===== config.mk =====
export PLATFORM = sky130hd
export DESIGN_NAME = fetch_stage
export DESIGN_NICKNAME = d
export VERILOG_FILES = /design/src/rtl/riscv_pkg.sv /design/src/rtl/if_id_reg.sv /design/src/rtl/fetch_stage.sv
export SDC_FILE = /design/constraint.sdc
export NUM_CORES = 1
export LEC_CHECK = 0
export CAP_MARGIN = 20
export CORE_ASPECT_RATIO = 1.4
export CORE_MARGIN = 2
export CORE_UTILIZATION = 50
export CTS_BUF_LIST = sky130_fd_sc_hd__clkbuf_4 sky130_fd_sc_hd__clkbuf_8 sky130_fd_sc_hd__clkbuf_16
export CTS_CLUSTER_DIAMETER = 60
export DETAILED_ROUTE_END_ITERATION = 12
export PLACE_DENSITY = 0.84
export REMOVE_ABC_BUFFERS = 1
export SLEW_MARGIN = 20
export SYNTH_ARGS = -nofsm -noshare
export SYNTH_HDL_FRONTEND = slang
export SYNTH_SLANG_ARGS = --single-unit

===== constraint.sdc =====
create_clock -name clk -period 18.95 [get_ports clk]
set_input_delay 2.8425 -clock clk [delete_from_list [all_inputs] [get_ports clk]]
set_output_delay 2.8425 -clock clk [all_outputs]
set_load 0.05 [all_outputs]

===== src/rtl/riscv_pkg.sv =====
// Shared types and constants for the RISC-V front end.
// Holds the fetch FSM state encoding, reset/bubble values and PC-source codes.
package riscv_pkg;

   typedef enum logic [1:0] {
      FETCH = 2'd0,
      HOLD  = 2'd1,
      DROP  = 2'd2
   } fetch_state_e;

   localparam logic [31:0] RESET_PC  = 32'h0000_0000;
   localparam logic [31:0] NOP_INSTR = 32'h0000_0013;

   localparam logic [1:0] PCSRC_SEQ    = 2'b00;
   localparam logic [1:0] PCSRC_TARGET = 2'b01;
   localparam logic [1:0] PCSRC_ALU    = 2'b10;
   localparam logic [1:0] PCSRC_ALT    = 2'b11;

   function automatic logic [31:0] word_align(input logic [31:0] addr);
      return {addr[31:2], 2'b00};
   endfunction

endpackage


===== src/rtl/if_id_reg.sv =====
// IF/ID pipeline register: flush to bubble, load a new entry, or hold.
// Flush wins over load so a squashed slot can never carry a real instruction.
module if_id_reg
   import riscv_pkg::*;
(
   input  logic        clk,
   input  logic        rst,
   input  logic        flush,
   input  logic        load,
   input  logic [31:0] instr_i,
   input  logic [31:0] pc_i,
   input  logic [31:0] pc_plus4_i,
   input  logic        valid_i,
   output logic [31:0] InstrD,
   output logic [31:0] PCD,
   output logic [31:0] PCPlus4D,
   output logic        ValidD
);

   logic [31:0] instr_q, instr_d;
   logic [31:0] pc_q, pc_d;
   logic [31:0] pc_plus4_q, pc_plus4_d;
   logic        valid_q, valid_d;

   always_comb begin
      instr_d    = instr_q;
      pc_d       = pc_q;
      pc_plus4_d = pc_plus4_q;
      valid_d    = valid_q;
      if (flush) begin
         instr_d    = NOP_INSTR;
         pc_d       = 32'h0;
         pc_plus4_d = 32'h0;
         valid_d    = 1'b0;
      end else if (load) begin
         instr_d    = instr_i;
         pc_d       = pc_i;
         pc_plus4_d = pc_plus4_i;
         valid_d    = valid_i;
      end
   end

   always_ff @(posedge clk or posedge rst) begin
      if (rst) begin
         instr_q    <= NOP_INSTR;
         pc_q       <= 32'h0;
         pc_plus4_q <= 32'h0;
         valid_q    <= 1'b0;
      end else begin
         instr_q    <= instr_d;
         pc_q       <= pc_d;
         pc_plus4_q <= pc_plus4_d;
         valid_q    <= valid_d;
      end
   end

   assign InstrD   = instr_q;
   assign PCD      = pc_q;
   assign PCPlus4D = pc_plus4_q;
   assign ValidD   = valid_q;

endmodule


===== src/rtl/fetch_stage.sv =====
// Instruction fetch: PC, instruction-memory handshake, redirect and stall handling.
//   state | meaning
//   FETCH | request outstanding at PC
//   HOLD  | fetched word parked in buf while decode is stalled, no request
//   DROP  | redirect arrived mid-request; finish old request, discard data
module fetch_stage
   import riscv_pkg::*;
(
   input  logic        clk,
   input  logic        rst,
   input  logic        StallF,
   input  logic        StallD,
   input  logic        FlushD,
   input  logic [1:0]  PCSrcE,
   input  logic [31:0] PCTargetE,
   input  logic [31:0] ALUResultE,
   output logic        imem_req,
   output logic [31:0] imem_addr,
   input  logic        imem_ready,
   input  logic [31:0] imem_rdata,
   output logic [31:0] InstrD,
   output logic [31:0] PCD,
   output logic [31:0] PCPlus4D,
   output logic        ValidD
);

   fetch_state_e state_q, state_d;
   logic [31:0]  pc_q, pc_d;
   logic [31:0]  pend_q, pend_d;
   logic [31:0]  buf_instr_q, buf_instr_d;
   logic [31:0]  buf_pc_q, buf_pc_d;

   logic        stall, redirect;
   logic [31:0] target;
   logic        ifid_load;
   logic [31:0] ifid_instr, ifid_pc, ifid_pc4;
   logic        ifid_valid;

   assign stall    = StallF | StallD;
   assign redirect = (PCSrcE != PCSRC_SEQ);
   assign target   = word_align((PCSrcE == PCSRC_ALU) ? ALUResultE : PCTargetE);

   always_comb begin
      state_d     = state_q;
      pc_d        = pc_q;
      pend_d      = pend_q;
      buf_instr_d = buf_instr_q;
      buf_pc_d    = buf_pc_q;
      ifid_load   = !stall;
      ifid_instr  = NOP_INSTR;
      ifid_pc     = 32'h0;
      ifid_pc4    = 32'h0;
      ifid_valid  = 1'b0;

      case (state_q)
         FETCH: begin
            if (redirect) begin
               if (imem_ready) begin
                  pc_d = target;
               end else begin
                  pend_d  = target;
                  state_d = DROP;
               end
            end else if (imem_ready) begin
               pc_d = pc_q + 32'd4;
               if (!stall) begin
                  ifid_instr = imem_rdata;
                  ifid_pc    = pc_q;
                  ifid_pc4   = pc_q + 32'd4;
                  ifid_valid = 1'b1;
               end else begin
                  buf_instr_d = imem_rdata;
                  buf_pc_d    = pc_q;
                  state_d     = HOLD;
               end
            end
         end
         HOLD: begin
            if (redirect) begin
               pc_d    = target;
               state_d = FETCH;
            end else if (!stall) begin
               ifid_instr = buf_instr_q;
               ifid_pc    = buf_pc_q;
               ifid_pc4   = buf_pc_q + 32'd4;
               ifid_valid = 1'b1;
               state_d    = FETCH;
            end
         end
         DROP: begin
            if (redirect) begin
               pend_d = target;
            end
            if (imem_ready) begin
               pc_d    = redirect ? target : pend_q;
               state_d = FETCH;
            end
         end
         default: state_d = FETCH;
      endcase
   end

   always_ff @(posedge clk or posedge rst) begin
      if (rst) begin
         state_q     <= FETCH;
         pc_q        <= RESET_PC;
         pend_q      <= 32'h0;
         buf_instr_q <= 32'h0;
         buf_pc_q    <= 32'h0;
      end else begin
         state_q     <= state_d;
         pc_q        <= pc_d;
         pend_q      <= pend_d;
         buf_instr_q <= buf_instr_d;
         buf_pc_q    <= buf_pc_d;
      end
   end

   // PC only moves on handshake or from HOLD, so addr stays put while a request waits
   assign imem_req  = !rst && (state_q != HOLD);
   assign imem_addr = pc_q;

   if_id_reg u_if_id (
      .clk        (clk),
      .rst        (rst),
      .flush      (FlushD),
      .load       (ifid_load),
      .instr_i    (ifid_instr),
      .pc_i       (ifid_pc),
      .pc_plus4_i (ifid_pc4),
      .valid_i    (ifid_valid),
      .InstrD     (InstrD),
      .PCD        (PCD),
      .PCPlus4D   (PCPlus4D),
      .ValidD     (ValidD)
   );

endmodule


==> run metrics, run 1 <==
Tmin final 7.13 ns; Max Clk Rate 140 MHz; Clock Latency Late Sink 0.51 ns; worst slew pin tran 1.13 ns; Reg clk slew, reported paths 0.06 ns; worst ir drop on vdd 93.3 uV; Initial Util 0.506; Lkg Pwr 5.86 nW; area added between synthesis and finish 28.2%; Die Wd 133 um; Setup Buffers After CTS 0; HPWL after detailed placement 23000 um; total iterations of the first detailed-routing run 5; Hold WC Path Type register to register; Top FF cell, synth dfrtp_1; FF+latch area 5630 sq um; row count 66; mean area per synthesized cell 9.86 sq um; R2R setup slack 15.59 ns; clk_skew 0.00745 ns; CTS Sinks 225; post-synthesis cell area 11700 sq um; largest cells by area after synthesis dfrtp_1 (48%), mux2_2 (7.8%), o21ai_0 (4.6%), nand2_1 (4.5%), a22oi_1 (4.4%); Worst Setup End Kind primary output; post-synth top area share 0.475; final setup TNS 0 ns; routability congestion estimate 0.845; Clock Path Buffers 3; chip height 185 um; GRT Total Usage 0.285; Data arrival, critical path 4.29 ns; RSZ-0062 raised after global routing false; Multi-input gate area 5650 sq um; die area 24600 sq um; Root Buffer clkbuf_16; most frequent cell after synthesis dfrtp_1; Worst Setup Start Kind input port; slew margin rel. 0.246; max cap viols 0; Final Net Count 1470; crit path kind input port to primary output; Total Wirelength 35400 um; first-pass GRT wire length 56200 um; global route total overflow 0; post-cts hold buffer count 0; largest net degree at the start of global routing 102; DRC viols 0; area leader, netlist dfrtp_1; number of flops mapped to enable cells by yosys 0; asr flop ratio synth 1.00; Final ANT Viol Nets 0; status finished clean; Slew Viols, Final 0; CP max FO 2; Setup WS pre-CTS 11.83 ns; CP required 16.11 ns; synthesized flop and latch total 225; Seq/Total Area, Yosys 0.482; CTS tree built; Layout fillers 1884; setup violators final 0; fraction of layout cells with a size suffix above 1 0.123; Ys Warns 0; Iteration-0 DRC Markers 963; core area 23100 sq um; Power Density 143 nW/um^2; total CTS buffers 23; routed vias/inst 6.23; Resize count post-CTS 0; vias in the first global route 10600; Synth cell types 67; Tcrit/Tclk final 0.376; Hold Fails Final Rpt 0; Port-buffer cells 229; vias after detailed routing 10500; num ports 234; total number of H-tree levels 1; synthesized instance count 1185; worst setup margin 11.82 ns; WL per Instance 21.1 um; Inserted Diodes 0; initial antenna violation count 0; top post-synthesis cells by count dfrtp_1 (222), nand2_1 (140), o21ai_0 (108)
critical path, cell delays in order:
cell	delay, ns
clkdlybuf4s50_1	0.51
nor2_1	0.13
clkdlybuf4s50_1	0.81
area by class of cell:
cell class,count,area share
clock inverter,7,0.00777
inverter,16,0.00451
sequential,225,0.376
multi-input combinational,845,0.377
clock buffer,33,0.0455
timing repair buffer,249,0.163
tap,306,0.0256
cells by family after synthesis:
family,after synthesis,share of synthesized area
compound gates,365,0.205
simple gates,317,0.128
flops,225,0.482
buf+inv,115,0.0405
mux,108,0.101
xor+xnor,49,0.0367
fa+ha+maj,6,0.00642
worst paths after layout:
check	startpoint	endpoint	cells after the start
worst max-delay path	rst	imem_req	3
worst min-delay path	u_if_id.InstrD[26]	u_if_id.InstrD[26]	2
worst max register to register	state_q[0]	u_if_id.PCPlus4D[30]	8
worst min register to register	u_if_id.InstrD[26]	u_if_id.InstrD[26]	2
max in group asynchronous	rst	u_if_id.InstrD[31]	3
min in group asynchronous	rst	u_if_id.PCD[3]	2
flip-flops by register name, indices dropped and copies added, names as in the netlist:
name and cells:
buf_instr_q 32, u_if_id.PCD 30, pend_q 32, state_q 2, u_if_id.PCPlus4D 32, u_if_id.InstrD 32
imem_addr 32, u_if_id.ValidD 1, buf_pc_q 32
stage by stage:
step	std cells	instance area (sq um)	total power, mW	hold WS (ns)	util
final	1681	15000	2.14	0.476	0.648
after global routing	1681	15000	2.25	0.495	0.648
after CTS	1681	15000	2.13	0.483	0.647
after detailed placement	1641	14200	1.65	0.469	0.613
after global placement	1641	14200	1.61	0.460	0.613
after floorplan	1086	11300	1.35	0.456	-
report_power, final:
group	leakage, nW	switching (mW)	internal, mW
sequential	2.87	0.181	0.620
combinational	2.58	0.516	0.341
clock	0.403	0.188	0.291
per-layer routing:
metal / routed length [um] / vias up / track usage
li1: - / 4706 / -
met1: 13400 / 5131 / 0.345
met2: 17700 / 535 / 0.494
met3: 2740 / 100 / 0.0402
met4: 1560 / 0 / 0.153
met5: 0 / - / 0
cells in the final DEF, fill, tap and decap left out, types with 23 or more instances in the layout:
cell type,count
a22oi_1,68
nand2_1,140
o21ai_0,107
nor2_1,56
dfrtp_1,222
a21oi_1,69
clkdlybuf4s50_1,229
mux2_2,81
nand3_1,28
clkbuf_16,23
mux2i_1,27
xor2_1,26
xnor2_1,23
Power figures use the tool's default switching activity.
==> inputs of run 2 (changes only) <==
==> constraint.sdc (replaced) <==
create_clock -name clk -period 7.2 [get_ports clk]
set_input_delay 1.08 -clock clk [delete_from_list [all_inputs] [get_ports clk]]
set_output_delay 1.08 -clock clk [all_outputs]
set_load 0.05 [all_outputs]
==> run metrics, run 2 (synthesis results as in run 1) <==
status finished clean; placed inst area 14200 sq um; post-cts hold buffer count 0; HPWL after detailed placement 23200 um; worst ir drop on vdd 383 uV; vias in the first global route 10300; Worst path slowest cell nor2_4; Power Density 374 nW/um^2; Data arrival, critical path 4.52 ns; CP cell instances clkdlybuf4s50_1, nor2_1, buf_4, nand3_1, nor2_4, buf_4, mux2_2; delay-heaviest family, CP buffers and inverters; GRT Total Usage 0.280; CP peak stage delay 0.85 ns; core area 23100 sq um; CP required 7.59 ns; chip height 185 um; largest net degree at the start of global routing 106; max cap viols 0; Inst Count DP 1642; clk_skew 0.00715 ns; Tcrit/Tclk final 0.573; Port-buffer cells 229; most frequent cells in the layout clkdlybuf4s50_1 (229), dfrtp_1 (222), nand2_1 (140); slew margin rel. 0.206; total number of H-tree levels 1; Initial Util 0.506; Clock Latency Late Sink 0.51 ns; CTS tree built; crit path kind input port to register; total CTS buffers 23; Hold WC Path Type register to register; die area 24600 sq um; Final Net Count 1471; most common cell after layout, fill and taps aside clkdlybuf4s50_1; Final ANT Viol Nets 0; Lkg Pwr 5.85 nW; area added between synthesis and finish 27.8%; CP max FO 35; first-pass GRT wire length 55100 um; CTS Sinks 225; routability congestion estimate 0.863; Iteration-0 DRC Markers 983; worst setup margin 3.07 ns; initial antenna violation count 1; Root Buffer clkbuf_16; Crit path buffers/inverters 3; setup violators final 0; Hold Fails Final Rpt 0; Max Clk Rate 242 MHz; total iterations of the first detailed-routing run 6; fraction of layout cells with a size suffix above 1 0.123; Layout fillers 1842; global route total overflow 0; vias after detailed routing 10400; Crit path top cell by count buf_4; Worst Setup Start Kind input port; num ports 234; Clock Path Buffers 3; worst slew pin tran 1.19 ns; Resize count post-CTS 0; row count 66; routed vias/inst 6.17; Reg clk slew, reported paths 0.06 ns; Worst Setup End Kind register; Setup WS pre-CTS 2.61 ns; Pwr Total 5.58 mW; WL per Instance 20.9 um; Die Wd 133 um; Tmin final 4.13 ns; Setup Buffers After CTS 0; Total Wirelength 35200 um; Slew Viols, Final 0; RSZ-0062 raised after global routing false; DRC viols 0; Cell Count, Final, Fillers Out 1684; cell area after layout 14900 sq um; worst hold slack 0.477 ns
## run 2: final timing paths
kind	slack (ns)	start	cells past startpoint	endpoint
max	3.07	PCSrcE[1]	7	buf_instr_q[3]
max reg2reg	3.77	state_q[0]	6	buf_instr_q[3]
max in group asynchronous	4.73	rst	3	buf_instr_q[12]
min reg2reg	0.48	u_if_id.PCD[28]	2	u_if_id.PCD[28]
min in group asynchronous	1.14	rst	2	u_if_id.PCD[4]
min	0.48	u_if_id.PCD[28]	2	u_if_id.PCD[28]
## run 2: through the flow
step | setup TNS [ns] | util
after CTS | 0 | 0.646
after detailed placement | 0 | 0.613
after global placement | 0 | 0.613
after global routing | 0 | 0.646
after floorplan | -8.40 | -
final | 0 | 0.646
## run 2: worst min-delay path: cells and delay by family (launching register included)
| kind | cells | cell delay [ns] |
|---|---|---|
| compound gates | 1 | 0.06 |
| flops | 1 | 0.34 |
| simple gates | 1 | 0.05 |
## run 2: area by class of cell
type | count | area (sq um) | area share
Tap cell | 306 | 383 | 0.0256
Sequential cell | 225 | 5630 | 0.377
Inverter | 16 | 67.6 | 0.00452
Multi-Input combinational cell | 845 | 5650 | 0.378
Antenna cell | 1 | 2.50 | 0.000168
Clock inverter | 10 | 103 | 0.00687
Timing Repair Buffer | 250 | 2450 | 0.164
Clock buffer | 31 | 654 | 0.0438
## run 2: layer usage
metal | global-route usage | vias to the layer above | part of all wire | wire length, um
met5 | 0 | - | 0 | 0
met4 | 0.143 | 0 | 0.047 | 1640
met3 | 0.0353 | 110 | 0.074 | 2610
met2 | 0.486 | 495 | 0.50 | 17500
met1 | 0.345 | 5078 | 0.38 | 13400
li1 | - | 4706 | - | -
## run 2: power breakdown
part / leakage (nW) / internal, mW / total [mW] / switching [mW]
clock network: 0.384 / 0.709 / 1.21 / 0.505
logic: 2.59 / 0.898 / 2.26 / 1.36
registers: 2.87 / 1.63 / 2.11 / 0.476
